**src/rtl/fetch_unit_pkg.sv**
```systemverilog
// Shared definitions for the instruction fetch stage.
//   fetch_state_e    : fetch FSM state encoding (2 bits)
//   RESET_PC_DEFAULT : default PC loaded on reset
//   PC_STEP_DEFAULT  : byte increment per fetched instruction
//   NOP_INSN         : value the instruction/PC outputs take on reset
//   align_pc()       : forces a PC to word alignment
package fetch_unit_pkg;

  typedef enum logic [1:0] {
    S_IDLE  = 2'd0,
    S_REQ   = 2'd1,
    S_HOLD  = 2'd2,
    S_DRAIN = 2'd3
  } fetch_state_e;

  localparam logic [31:0] RESET_PC_DEFAULT = 32'h0000_0000;
  localparam logic [31:0] PC_STEP_DEFAULT  = 32'd4;
  localparam logic [31:0] NOP_INSN         = 32'h0000_0000;

  function automatic logic [31:0] align_pc(input logic [31:0] pc);
    return {pc[31:2], 2'b00};
  endfunction

endpackage

```
**src/rtl/fetch_unit_if.sv**
```systemverilog
// Instruction-memory request/acknowledge interface.
//   req   : fetch request, a level held until ack
//   addr  : fetch address, stable while req=1 and no ack
//   ack   : memory response; transfer completes when req=1 and ack=1
//   rdata : instruction word, valid when ack=1
// master = fetch unit side, slave = instruction memory side.
interface fetch_unit_if;
  logic        req;
  logic [31:0] addr;
  logic        ack;
  logic [31:0] rdata;

  modport master (output req, output addr, input ack, input rdata);
  modport slave  (input req, input addr, output ack, output rdata);
endinterface

```
**src/rtl/fetch_unit_pc_gen.sv**
```systemverilog
// Program counter generator for the fetch stage.
//   clk, rst_n : clock, synchronous active-low reset
//   load       : take target as the new PC (redirect)
//   target     : redirect target; low two bits are masked off
//   advance    : step the PC by PC_STEP (an instruction was accepted)
//   pc_q       : current fetch PC
// Priority: reset, then load, then advance. Increment wraps modulo 2^32.
module fetch_unit_pc_gen
  import fetch_unit_pkg::*;
#(
  parameter logic [31:0] RESET_PC = RESET_PC_DEFAULT,
  parameter logic [31:0] PC_STEP  = PC_STEP_DEFAULT
) (
  input  logic        clk,
  input  logic        rst_n,
  input  logic        load,
  input  logic [31:0] target,
  input  logic        advance,
  output logic [31:0] pc_q
);

  always_ff @(posedge clk) begin
    if (!rst_n) begin
      pc_q <= align_pc(RESET_PC);
    end else if (load) begin
      pc_q <= align_pc(target);
    end else if (advance) begin
      pc_q <= pc_q + PC_STEP;
    end
  end

endmodule

```
**src/rtl/fetch_unit.sv**
```systemverilog
// Fetch unit: producer side of the IF/ID interface.
//   clk, rst_n  : clock, synchronous active-low reset
//   imem        : instruction-memory handshake (master modport)
//   stall       : downstream cannot accept; hold the current output
//   redirect    : one-cycle pulse loading redirect_pc and flushing the output
//   redirect_pc : redirect target (low two bits ignored)
//   instruction : registered instruction word for the fetch latch
//   PC          : registered PC of instruction
//   valid       : instruction/PC hold a live instruction
// A request that is outstanding when a redirect arrives is carried to
// completion in S_DRAIN and its data thrown away, so the memory never sees
// a request withdrawn before its acknowledge.
module fetch_unit
  import fetch_unit_pkg::*;
#(
  parameter logic [31:0] RESET_PC = RESET_PC_DEFAULT,
  parameter logic [31:0] PC_STEP  = PC_STEP_DEFAULT
) (
  input  logic                clk,
  input  logic                rst_n,
  fetch_unit_if.master        imem,
  input  logic                stall,
  input  logic                redirect,
  input  logic [31:0]         redirect_pc,
  output logic [31:0]         instruction,
  output logic [31:0]         PC,
  output logic                valid
);

  fetch_state_e state;
  fetch_state_e state_next;
  logic [31:0]  pc_q;
  logic [31:0]  drain_addr;
  logic [31:0]  addr_sel;
  logic         req;
  logic         capture;
  logic         hold_out;
  logic         start_drain;

  // PC register lives in its own block
  fetch_unit_pc_gen #(
    .RESET_PC (RESET_PC),
    .PC_STEP  (PC_STEP)
  ) u_pc_gen (
    .clk     (clk),
    .rst_n   (rst_n),
    .load    (redirect),
    .target  (redirect_pc),
    .advance (capture),
    .pc_q    (pc_q)
  );

  // State register
  always_ff @(posedge clk) begin
    if (!rst_n) begin
      state <= S_IDLE;
    end else begin
      state <= state_next;
    end
  end

  // Output decode: request and address driven toward memory
  always_comb begin
    req      = 1'b0;
    addr_sel = pc_q;
    case (state)
      // A held instruction that downstream refuses blocks new requests.
      // valid=1 only right after an ack, so this never drops a pending req.
      S_REQ:   req = !(valid && stall);
      S_DRAIN: begin
        req      = 1'b1;
        addr_sel = drain_addr;
      end
      default: req = 1'b0;
    endcase
  end

  assign imem.req  = req;
  assign imem.addr = addr_sel;

  // Next-state logic
  always_comb begin
    state_next = state;
    case (state)
      S_IDLE:  state_next = S_REQ;
      S_REQ: begin
        if (redirect) begin
          state_next = (req && !imem.ack) ? S_DRAIN : S_REQ;
        end else if (valid && stall) begin
          state_next = S_HOLD;
        end
      end
      S_HOLD:  if (redirect || !stall) state_next = S_REQ;
      S_DRAIN: if (imem.ack) state_next = S_REQ;
      default: state_next = S_IDLE;
    endcase
  end

  // Only a non-redirected transfer from S_REQ delivers an instruction;
  // acks in S_DRAIN belong to an abandoned address.
  assign capture     = (state == S_REQ) && req && imem.ack && !redirect;
  assign hold_out    = valid && stall && !redirect;
  assign start_drain = (state == S_REQ) && redirect && req && !imem.ack;

  // Output registers and the address of an abandoned request
  always_ff @(posedge clk) begin
    if (!rst_n) begin
      valid       <= 1'b0;
      instruction <= NOP_INSN;
      PC          <= NOP_INSN;
      drain_addr  <= '0;
    end else begin
      if (capture) begin
        valid       <= 1'b1;
        instruction <= imem.rdata;
        PC          <= pc_q;
      end else if (!hold_out) begin
        valid <= 1'b0;
      end
      if (start_drain) begin
        drain_addr <= pc_q;
      end
    end
  end

endmodule

```
**src/flat_wrapper.sv**
```systemverilog
// flat-port wrapper written by rule: the top's interface ports become plain ports
module fetch_unit_flat import fetch_unit_pkg::*;
#(
  parameter logic [31:0] RESET_PC = RESET_PC_DEFAULT,
  parameter logic [31:0] PC_STEP  = PC_STEP_DEFAULT
)
  (clk, rst_n, stall, redirect, redirect_pc, instruction, PC, valid, imem_req, imem_addr, imem_ack, imem_rdata);
  fetch_unit_if imem_i ();
  input  logic clk;
  input  logic rst_n;
  input  logic stall;
  input  logic redirect;
  input  logic [31:0] redirect_pc;
  output logic [31:0] instruction;
  output logic [31:0] PC;
  output logic valid;
  output wire logic [$bits(imem_i.req)-1:0] imem_req;
  output wire logic [$bits(imem_i.addr)-1:0] imem_addr;
  input wire logic [$bits(imem_i.ack)-1:0] imem_ack;
  input wire logic [$bits(imem_i.rdata)-1:0] imem_rdata;
  assign imem_req = imem_i.req;
  assign imem_addr = imem_i.addr;
  assign imem_i.ack = imem_ack;
  assign imem_i.rdata = imem_rdata;
  fetch_unit #(.RESET_PC(RESET_PC), .PC_STEP(PC_STEP)) u_core (.clk(clk), .rst_n(rst_n), .imem(imem_i), .stall(stall), .redirect(redirect), .redirect_pc(redirect_pc), .instruction(instruction), .PC(PC), .valid(valid));
endmodule
```
**config.mk**
```make
export PLATFORM = sky130hd
export DESIGN_NAME = fetch_unit_flat
export DESIGN_NICKNAME = d
export VERILOG_FILES = /design/src/rtl/fetch_unit_pkg.sv /design/src/rtl/fetch_unit_if.sv /design/src/rtl/fetch_unit_pc_gen.sv /design/src/rtl/fetch_unit.sv /design/src/flat_wrapper.sv
export SDC_FILE = /design/constraint.sdc
export NUM_CORES = 1
export LEC_CHECK = 0
export CAP_MARGIN = 20
export CORE_AREA = 2 2 116 106
export DETAILED_ROUTE_END_ITERATION = 10
export DIE_AREA = 0 0 118 108
export DONT_BUFFER_PORTS = 1
export PLACE_DENSITY = 0.69
export SKIP_CTS_REPAIR_TIMING = 1
export SYNTH_ARGS = -nofsm -noshare
export SYNTH_HDL_FRONTEND = slang
export SYNTH_SLANG_ARGS = --single-unit
export TNS_END_PERCENT = 100
```
**constraint.sdc**
```tcl
create_clock -name clk -period 5.05 [get_ports clk]
set_input_delay 1.01 -clock clk [delete_from_list [all_inputs] [get_ports clk]]
set_output_delay 1.01 -clock clk [all_outputs]
set_load 0.005 [all_outputs]
```
Word level (Yosys, flattened, before mapping) --
Cells that the tools add are included.
Storage, ports and cells: memories kept 0, memory bits (writable) 0, memory bits (read-only) 0, logic and storage cells 46, bits in latches 0, register bits 131
Operators by class: shift operators 0, multiply operators 0, muxes and demuxes 12, bitwise operators 1, magnitude comparators 0, reduce and logical (&&, ||, !) cells 18, divide/modulo/power cells 0, $add $sub $neg 1, equal/unequal tests 7
Operators with widths (count):
- $mux W32 | 3
- $add A32 B3 Y32 const B | 1
- $mux W2 | 5
- $logic_and A1 B1 Y1 | 9
- $pmux W2 S4 | 1
- $eq A2 B2 Y1 const B | 2
- $logic_not A1 Y1 | 4
- $ne A2 B1 Y1 const B | 2
- $ne A3 B2 Y1 const B | 1
- $reduce_and A3 Y1 | 1
- $eq A2 B1 Y1 const B | 1
- $logic_not A2 Y1 | 1
- $mux W1 | 2
- $ne A2 B2 Y1 const B | 1
- $pmux W1 S2 | 1
- $reduce_bool A2 Y1 | 1
- $reduce_or A2 Y1 | 1
- $logic_or A1 B1 Y1 | 1
- $not A1 Y1 | 1

Longest topological paths before layout --
Gate-level depths: netlist of the first run.
depth after elaboration 8, mapped depth 8, gate-level depth less buffers 6

Hierarchy --
Synthesis of the first run repeated with hierarchy kept, for this count alone.
Second synthesis, totals: cells, all modules 685, area total of the unflattened synthesis 6138.4 sq um
Modules (own cells, without submodules):
- fetch_unit | area an instance 4215.3 sq um, seq. area each 1981.9 sq um, times used 1, cells each 437
- fetch_unit_pc_gen | area an instance 1923.1 sq um, seq. area each 600.6 sq um, times used 1, cells each 248

Least setup slack after synthesis of the first run --
No wires, ideal clock.
path type in2out, start in stall, end out imem_req, buffers on the path 0, cell stages on the path 2, arrival time 1.296 ns, setup slack 2.744 ns, cells stage by stage nand2_2 > o21a_1
Between the ends: word-level cells in the longest chain between the ends 3
Ends and longest elaborated chain:
- start, declared | line flat_wrapper.sv:11 | input logic stall;
- $logic_and A1 B1 Y1 | line fetch_unit.sv:69 | S_REQ: req = !(valid && stall);
- $logic_not A1 Y1 | line fetch_unit.sv:69
- $pmux W1 S2 | line fetch_unit.sv:66 | case (state)
- end, declared | line flat_wrapper.sv:17 | output wire logic [$bits(imem_i.req)-1:0] imem_req;
No other way between the ends.

Worst setup path in the final report of the first run --
start reg u_core.state[1], end out imem_addr[29]
Between the ends: word-level cells in the longest chain between the ends 2
Ends and longest elaborated chain:
- start, declared | line fetch_unit.sv:30 | fetch_state_e state;
- start signal, assigned | line fetch_unit.sv:58 | state <= state_next;
- $eq A2 B2 Y1 | line fetch_unit.sv:66
- $mux W32 | line fetch_unit.sv:66
- end, declared | line flat_wrapper.sv:18 | output wire logic [$bits(imem_i.addr)-1:0] imem_addr;
No other way between the ends.

==> results of run 1 <==
## state kept, by name (all words and copies together) (netlist names)
signal                cells
u_core.instruction       32
u_core.u_pc_gen.pc_q     30
u_core.PC                30
u_core.drain_addr        30
u_core.state              2
u_core.valid              1
## through the flow
stage               instances    util
floorplan                 694       -
global placement          790  0.5059
detailed placement        790  0.5059
CTS                       822  0.5614
global route              824  0.5656
finish                    825  0.5658
## routing by layer
| layer | part of all wire | wire length [um] | global-route usage | vias up |
|---|---|---|---|---|
| met3 | 0.085 | 1217 | 0.09494 | 10 |
| met2 | 0.48 | 6804 | 0.3796 | 143 |
| li1 | - | - | - | 2260 |
| met5 | 0 | 0 | 0 | - |
| met1 | 0.43 | 6152 | 0.2704 | 2165 |
| met4 | 0.010 | 143 | 0.08176 | 0 |
## power by group
part | internal (mW) | leakage [nW] | switching (mW)
Clock | 0.864 | 0.302 | 0.440
Combinational | 0.0651 | 0.858 | 0.0736
Sequential | 1.02 | 1.02 | 0.0507
## worst max path at each step
stage / start / end / slack (ns) / depth (start not counted)
6_report: u_core.state[1] / imem_addr[29] / 2.00 / 3
5_1_grt: u_core.state[1] / imem_addr[29] / 1.87 / 3
4_1_cts: u_core.state[1] / imem_addr[29] / 1.98 / 3
2_1_floorplan: stall / imem_req / 2.74 / 2
3_5_place_dp: redirect / u_core.drain_addr[6] / 1.98 / 5
3_3_place_gp: redirect / u_core.drain_addr[21] / 2.10 / 5
## cells in the mapped netlist, drive strengths merged, types with 2 or more instances
cell and instances:
nor3 8, buf 33, xnor2 17, nand3 15
mux2i 3, and3 6, a21oi 19, and3b 2
mux2 30, a31oi 3, clkbuf 31, nor4 12
o21ai 25, o311a 3, and4 5, nor3b 2
inv 3, dfxtp 125, o21a 2, nor2b 2
nand2b 4, o211a 2, a21boi 94, nand4 12
nor2 9, nand2 203, and2 4, xor2 5
## worst max-delay path: cells and delay by family, from the launching register on
kind / cells / cell delay [ns]
and+or+nand+nor: 1 / 0.43
buffers and inverters: 1 / 0.41
muxes: 1 / 0.41
DFF: 1 / 0.36
## cell families after synthesis
kind of cell | synth area share
AOI/OAI and AO/OA | 0.1784
muxes | 0.06250
buffers and inverters | 0.06207
and+or+nand+nor | 0.2364
adders and majority gates | 0.002126
DFF | 0.4252
other | 0.0006371
xor gates and xnor gates | 0.03274
## area by class of cell
class | count | area (um^2) | share of cell area
Timing Repair Buffer | 6 | 77.57 | 0.01199
Clock buffer | 22 | 474.2 | 0.07329
Clock inverter | 10 | 161.4 | 0.02495
Antenna cell | 1 | 2.502 | 0.0003868
Tap cell | 156 | 195.2 | 0.03017
Sequential cell | 125 | 2502 | 0.3868
Inverter | 4 | 15.01 | 0.002321
Multi-Input combinational cell | 501 | 3042 | 0.4701
==> impl_metrics.ini, run 1 <==
[logic_synthesis]
yosysUniqueCellTypes = 55
async_flop_share = 0
syn_area_um2 = 5886
synthCells = 691
synth_top_area_frac = 0.4252
ys_top_cells_by_area = dfxtp_1 (43%), nand2_1 (13%), a21boi_0 (12%)
synth-seq-cells = 125
synth_area_leader_cell = dfxtp_1
synth_warnings = 0
ys.flop_type = dfxtp_1
avgSynthCellArea_um2 = 8.518
seq_area_frac_synth = 0.4252
synth_edf_count = 0

[clock_tree]
cts.sinks = 125
path_clk_slew_ns = 0.05
h-tree-depth = 4
cts_tree = built
cts_buffer_depth = 2
cts_inserted_buffers = 17
clk_latency_ns = 0.41
cts_root_buf = clkbuf_16

[global_routing]
grt_pass1_vias = 4462
grt_first_pass_wirelength_mm = 22.96
grt_usage = 0.2295
grt_max_degree = 128
grt_overflow = 0
grt_antenna_before_repair = 1

[placed_design]
gp_congestion = 0.7679
post_dp_cell_area_um2 = 5784
portBuffers = 0
dpl_worst_slack_ns = 1.979
hpwl_mm = 9.375

[route]
routed_via_density = 5.549
drt-initial-drc-count = 296
dr.pass1.iters = 4
vias = 4578
routed_wl_mm = 14.32
routedWlPerCell_um = 17.36
drc_errors = 0
ant_nets = 0

[die]
design.core.area_um2 = 11430
die_x_um = 118
rows = 37
die_h_um = 108
io_pins = 167
start_util = 0.5147
dieArea_um2 = 12740

[timing]
timing.fmax_ghz = 0.3275
rsz0062_at_grt = false
setup_tns_ns = 0
fin_skew_ns = 0.007192
setup_viol = 0
layout_min_cycle_time_ns = 3.054
finalCritPeriodShare = 0.6047
hold_violations = 0
max_slew.worst_pin.slew_ns = 0.7896
drv_slew = 0
setup_slack_ns = 1.996
timing.hold.ws_ns = 0.4584
slew-limit-headroom = 0.4707

[finish]
layout_common_cells = nand2_1 (201), dfxtp_1 (125), a21boi_0 (92)
drive_above_1_share = 0.1362
syn2layout_area_growth_pct = 9.928
layout_commonest_cell = nand2_1
final.fill_count = 1033
design_area_um2 = 6470
fin_nets = 725

[setup_path]
r2r_cells = 6
cp.arrival_ns = 2.04
cp-end-kind = output pin
crit_fanout = 19
timing.rr.end = u_core.instruction[5]
r2r_start = u_core.state[0]
critical_path_class = flop to output pin
cp_slowest_stage_delay_ns = 0.43
crit_chain = nand2_1, buf_4, mux2_2
cp_slowest_cell = nand2_1
r2r_slack_ns = 2.62
worst_setup_path_start_kind = flop
required_ns = 4.04

[flow_run]
max-cap-violations = 0

[pwr]
power_mw = 2.515
leakagePower_nw = 2.179
ir_worst_vdd_v = 0.0002070
powerDensity_nw_per_um2 = 388.7

[worst_hold_path]
worstHoldPathType = flop to flop
worstHoldStart = u_core.drain_addr[12]
holdPathEnd = u_core.drain_addr[12]
min_path_cells = 2

[status]
outcome = finished, final reports clean
Power figures use the tool's default switching activity.
==> run 2, diff against run 1 <==
--- a/config.mk
+++ b/config.mk
@@ -5,12 +5,13 @@
 export SDC_FILE = /design/constraint.sdc
 export NUM_CORES = 1
 export LEC_CHECK = 0
+export ABC_AREA = 1
 export CAP_MARGIN = 20
-export CORE_AREA = 2 2 116 106
+export CORE_AREA = 2 2 115 106
 export DETAILED_ROUTE_END_ITERATION = 10
-export DIE_AREA = 0 0 118 108
+export DIE_AREA = 0 0 117 108
 export DONT_BUFFER_PORTS = 1
-export PLACE_DENSITY = 0.69
+export PLACE_DENSITY = 0.72
 export SKIP_CTS_REPAIR_TIMING = 1
 export SYNTH_ARGS = -nofsm -noshare
 export SYNTH_HDL_FRONTEND = slang
==> constraint.sdc (replaced) <==
create_clock -name clk -period 2.8 [get_ports clk]
set_input_delay 0.56 -clock clk [delete_from_list [all_inputs] [get_ports clk]]
set_output_delay 0.56 -clock clk [all_outputs]
set_load 0.005 [all_outputs]
==> impl_metrics.ini, run 2 <==
[die]
die_x_um = 117
io_pins = 167
rows = 37
start_util = 0.5134
design.core.area_um2 = 11340
die_h_um = 108
dieArea_um2 = 12640

[timing]
rsz0062_at_grt = false
drv_slew = 0
setup_viol = 0
slew-limit-headroom = 0.5058
max_slew.worst_pin.slew_ns = 0.7413
setup_tns_ns = 0
finalCritPeriodShare = 0.7308
hold_violations = 0
fin_skew_ns = 0.007782
timing.fmax_ghz = 0.4887
layout_min_cycle_time_ns = 2.046

[logic_synthesis]
muxShareOfSynthArea = 0
synthTopCellsByCount = nand2_1 (162), nor2_1 (139), dfxtp_1 (125), o21ai_0 (125), inv_1 (78)
yosysUniqueCellTypes = 36
synth_most_common_cell = nand2_1
seq_area_frac_synth = 0.4297
synth-seq-cells = 125
avgSynthCellArea_um2 = 6.827
synth_compound_area_frac = 0.1872
yosys.area_share.simple = 0.2688
syn_area_um2 = 5823
synth_top_area_frac = 0.4297
synth_warnings = 0
synth-xor-area-share = 0.007520
synth_edf_count = 0
synth-adder-area-share = 0.002149
ys.flop_type = dfxtp_1
synth_top_family_by_area = simple AND/OR/NAND/NOR gates
async_flop_share = 0
ys_top_cells_by_area = dfxtp_1 (43%), o21ai_0 (11%), nand2_1 (10%)
synthCells = 853
synth_area_leader_cell = dfxtp_1

[setup_path]
cp-end-kind = output pin
r2r_slack_ns = 0.93
timing.rr.end = u_core.u_pc_gen.pc_q[29]
cp_slowest_stage_delay_ns = 0.38
critical_path_class = flop to output pin
r2r_start = u_core.state[0]
cp_top_family = flip-flops
crit_fanout = 35
cp.arrival_ns = 1.49
required_ns = 2.24
cp_slowest_cell = dfxtp_1
critPathBufInv = 2
worst_setup_path_start_kind = flop
r2r_cells = 10
cpMostUsedCell = buf_4
crit_chain = nand2_1, buf_4, o21ai_0, buf_4

[clock_tree]
h-tree-depth = 4
cts_buffer_depth = 2
clk_latency_ns = 0.41
cts_inserted_buffers = 17
cts_tree = built
path_clk_slew_ns = 0.05
cts.sinks = 125
cts_root_buf = clkbuf_16

[pwr]
ir_worst_vdd_v = 0.0005183
leakagePower_nw = 2.688
powerDensity_nw_per_um2 = 714.9

[global_routing]
grt_usage = 0.2434
grt_antenna_before_repair = 0
grt_first_pass_wirelength_mm = 23.76
grt_pass1_vias = 4635
grt_max_degree = 103
grt_overflow = 0

[finish]
multi_input_area_um2 = 2726
layout_commonest_cell = nand2_1
diodes = 0
final.fill_count = 1066
fin_cells = 1002
top_register = u_core.instruction
layout_common_cells = nand2_1 (162), nor2_1 (139), o21ai_0 (125), dfxtp_1 (125), inv_1 (78)
fin_nets = 904
drive_above_1_share = 0.08629
regArea_um2 = 2502
largest_reg_flops = 32
syn2layout_area_growth_pct = 11.56

[worst_hold_path]
min_path_cells = 1
worstHoldPathType = primary input to flop
holdPathEnd = u_core.valid
worstHoldStart = redirect

[status]
outcome = finished, final reports clean

[route]
drt-initial-drc-count = 519
routed_wl_mm = 15.36
routedWlPerCell_um = 15.33
vias = 5253
routed_via_density = 5.243
drc_errors = 0
dr.pass1.iters = 7
ant_nets = 0

[placed_design]
hpwl_mm = 10.50
dpl.cell_count = 971
portBuffers = 0
gp_congestion = 0.8953

[flow_run]
max-cap-violations = 0
run 2: power by group:
group	switching [mW]	total (mW)	internal, mW
registers	0.108	1.99	1.89
logic	0.221	0.348	0.127
clock network	0.763	2.30	1.54
run 2: through the flow:
stage	power [mW]	utilization	instance area (um^2)	hold slack, ns	worst slack, ns
final	4.644	0.5728	6496	0.2347	0.7538
after global placement	2.367	0.5179	5874	0.4313	0.7784
after CTS	4.672	0.5728	6496	0.2181	0.7220
after global routing	4.820	0.5728	6496	0.2262	0.5865
after floorplan	2.296	-	5834	0.4245	1.260
after detailed placement	2.374	0.5179	5874	0.4370	0.7579
run 2: metal layers:
metal | vias up | global-route usage | part of all wire
li1 | 2694 | - | -
met1 | 2306 | 0.3464 | 0.47
met2 | 242 | 0.3476 | 0.41
met3 | 11 | 0.08352 | 0.11
met4 | 0 | 0.07479 | 0.0085
met5 | - | 0 | 0
run 2: kinds of logic (layout without fill, tap and decap cells):
kind of cell             after synthesis  count (layout)
AND/OR/NAND/NOR                      371             371
XOR/XNOR                               5               5
other                                  1               4
adder cells (fa/ha/maj)                1               1
buffers and inverters                141             131
AO/OA/AOI/OAI                        209             209
flip-flops                           125             125
run 2: area by class of cell:
cell class	count	share of cell area
clock buffer	26	0.07993
clock inverter	5	0.01579
inverter	80	0.04622
multi-input combinational	590	0.4197
sequential	125	0.3852
tap	156	0.03005
timing repair buffer	20	0.02311
run 2: how the worst max path moves through the flow:
stage,from,end,slack (ns),cells past startpoint
after floorplan,stall,u_core.PC[23],1.26,8
after global placement,stall,u_core.u_pc_gen.pc_q[31],0.78,9
after detailed placement,stall,u_core.u_pc_gen.pc_q[29],0.76,9
after CTS,u_core.state[1],imem_addr[31],0.72,4
after global routing,u_core.state[1],imem_addr[16],0.59,4
final,u_core.state[1],imem_addr[31],0.75,4
==> run 3, diff against run 2 <==
--- a/config.mk
+++ b/config.mk
@@ -11,7 +11,7 @@
 export DETAILED_ROUTE_END_ITERATION = 10
 export DIE_AREA = 0 0 117 108
 export DONT_BUFFER_PORTS = 1
-export PLACE_DENSITY = 0.72
+export PLACE_DENSITY = 0.69
 export SKIP_CTS_REPAIR_TIMING = 1
 export SYNTH_ARGS = -nofsm -noshare
 export SYNTH_HDL_FRONTEND = slang
==> constraint.sdc (replaced) <==
create_clock -name clk -period 1.9 [get_ports clk]
set_input_delay 0.38 -clock clk [delete_from_list [all_inputs] [get_ports clk]]
set_output_delay 0.38 -clock clk [all_outputs]
set_load 0.005 [all_outputs]
==> impl_metrics.ini, run 3 (synthesis results as in run 2) <==
[global_routing]
grt_pass1_vias = 5033
grt_first_pass_wirelength_mm = 24.31
grt_antenna_before_repair = 0
grt_max_degree = 103
grt_usage = 0.2503
grt_overflow = 0

[route]
routed_via_density = 5.281
dr.pass1.iters = 5
ant_nets = 0
routedWlPerCell_um = 14.99
drc_errors = 0
routed_wl_mm = 15.63
drt-initial-drc-count = 445
vias = 5508

[worst_hold_path]
worstHoldStart = redirect
min_path_cells = 1
holdPathEnd = u_core.valid
worstHoldPathType = primary input to flop

[placed_design]
gp_congestion = 0.8810
hpwl_mm = 10.91
post_dp_cell_area_um2 = 6200
dpl.cell_count = 1011
dpl_worst_slack_ns = 0.1618
portBuffers = 0

[setup_path]
r2r_start = u_core.u_pc_gen.pc_q[2]
required_ns = 1.52
r2r_slack_ns = 0.13
critPathBufInv = 2
cp_slowest_stage_delay_ns = 0.38
r2r_cells = 8
cp_top_family = flip-flops
cp_slowest_cell = dfxtp_1
timing.rr.end = u_core.u_pc_gen.pc_q[20]
cp-end-kind = output pin
cp.arrival_ns = 1.42
crit_chain = nand2_2, buf_6, o21ai_0, buf_4
worst_setup_path_start_kind = flop
crit_fanout = 27
critical_path_class = flop to output pin

[flow_run]
max-cap-violations = 0

[clock_tree]
cts.sinks = 125
path_clk_slew_ns = 0.05
cts_inserted_buffers = 17
cts_tree = built
h-tree-depth = 4
cts_buffer_depth = 2
cts_root_buf = clkbuf_16
clk_latency_ns = 0.42

[timing]
drv_slew = 0
setup_slack_ns = 0.1006
setup_viol = 0
layout_min_cycle_time_ns = 1.799
finalCritPeriodShare = 0.9471
fin_skew_ns = 0.01143
rsz0062_at_grt = false
hold_violations = 0
timing.fmax_ghz = 0.5557

[finish]
fin_nets = 944
design_area_um2 = 6873
layout_common_cells = nand2_1 (161), nor2_1 (139), dfxtp_1 (124)
fin_cells = 1043
largest_reg_flops = 32
syn2layout_area_growth_pct = 18.03
layout_commonest_cell = nand2_1
drive_above_1_share = 0.1342
top_register = u_core.instruction
diodes = 0

[die]
start_util = 0.5134
die_x_um = 117
dieArea_um2 = 12640
rows = 37
io_pins = 167
design.core.area_um2 = 11340
die_h_um = 108

[pwr]
ir_worst_vdd_v = 0.0005895
powerDensity_nw_per_um2 = 1028
leakagePower_nw = 2.922

[status]
outcome = finished, final reports clean
[run 3: cell types whose count changed in the layout (fill, tap and decap cells not counted), sizes merged]
cell / before / now
clkbuf: 26 / 22
clkinv: 1 / 4
bufinv: 3 / 4
buf: 20 / 60
clkinvlp: 1 / 2
[run 3: metrics by stage]
stage,util,hold slack [ns],power (mW),TNS [ns]
after floorplan,-,0.4245,3.384,0
after global placement,0.5466,0.4305,3.561,0
after detailed placement,0.5466,0.4357,3.586,0
after CTS,0.6042,0.02460,7.098,-0.1644
after global routing,0.6060,0.02946,7.320,0
final,0.6060,0.04450,7.063,0
[run 3: report_power, final]
part           internal [mW]  switching (mW)  leakage [nW]
clock                   2.36            1.15         0.318
sequential              2.78           0.138          1.02
combinational          0.262           0.367          1.58
[run 3: how the worst max path moves through the flow]
stage                                   from                       end  slack, ns  cells after the start
floorplan            u_core.u_pc_gen.pc_q[3]  u_core.u_pc_gen.pc_q[26]       0.42                      8
global placement     u_core.u_pc_gen.pc_q[2]  u_core.u_pc_gen.pc_q[20]       0.23                      8
detailed placement   u_core.u_pc_gen.pc_q[2]  u_core.u_pc_gen.pc_q[20]       0.16                      8
CTS                          u_core.state[1]             imem_addr[11]      -0.06                      4
global route        u_core.u_pc_gen.pc_q[11]  u_core.u_pc_gen.pc_q[30]     0.0006                     10
finish                       u_core.state[0]             imem_addr[28]       0.10                      4
[run 3: cell type report]
type | count | area [um^2]
Clock inverter | 10 | 158.9
Tap cell | 156 | 195.2
Fill cell | 1054 | 4469
Multi-Input combinational cell | 590 | 2729
Sequential cell | 125 | 2504
Inverter | 80 | 300.3
Clock buffer | 22 | 494.2
Timing Repair Buffer | 60 | 491.7
[run 3: per-layer routing]
metal  part of all wire  vias to the layer above  GRT usage
met5                  0                        -          0
met4              0.021                        0     0.1025
met3               0.10                       27    0.08576
met2               0.44                      225     0.3765
met1               0.44                     2473     0.3296
li1                   -                     2783          -
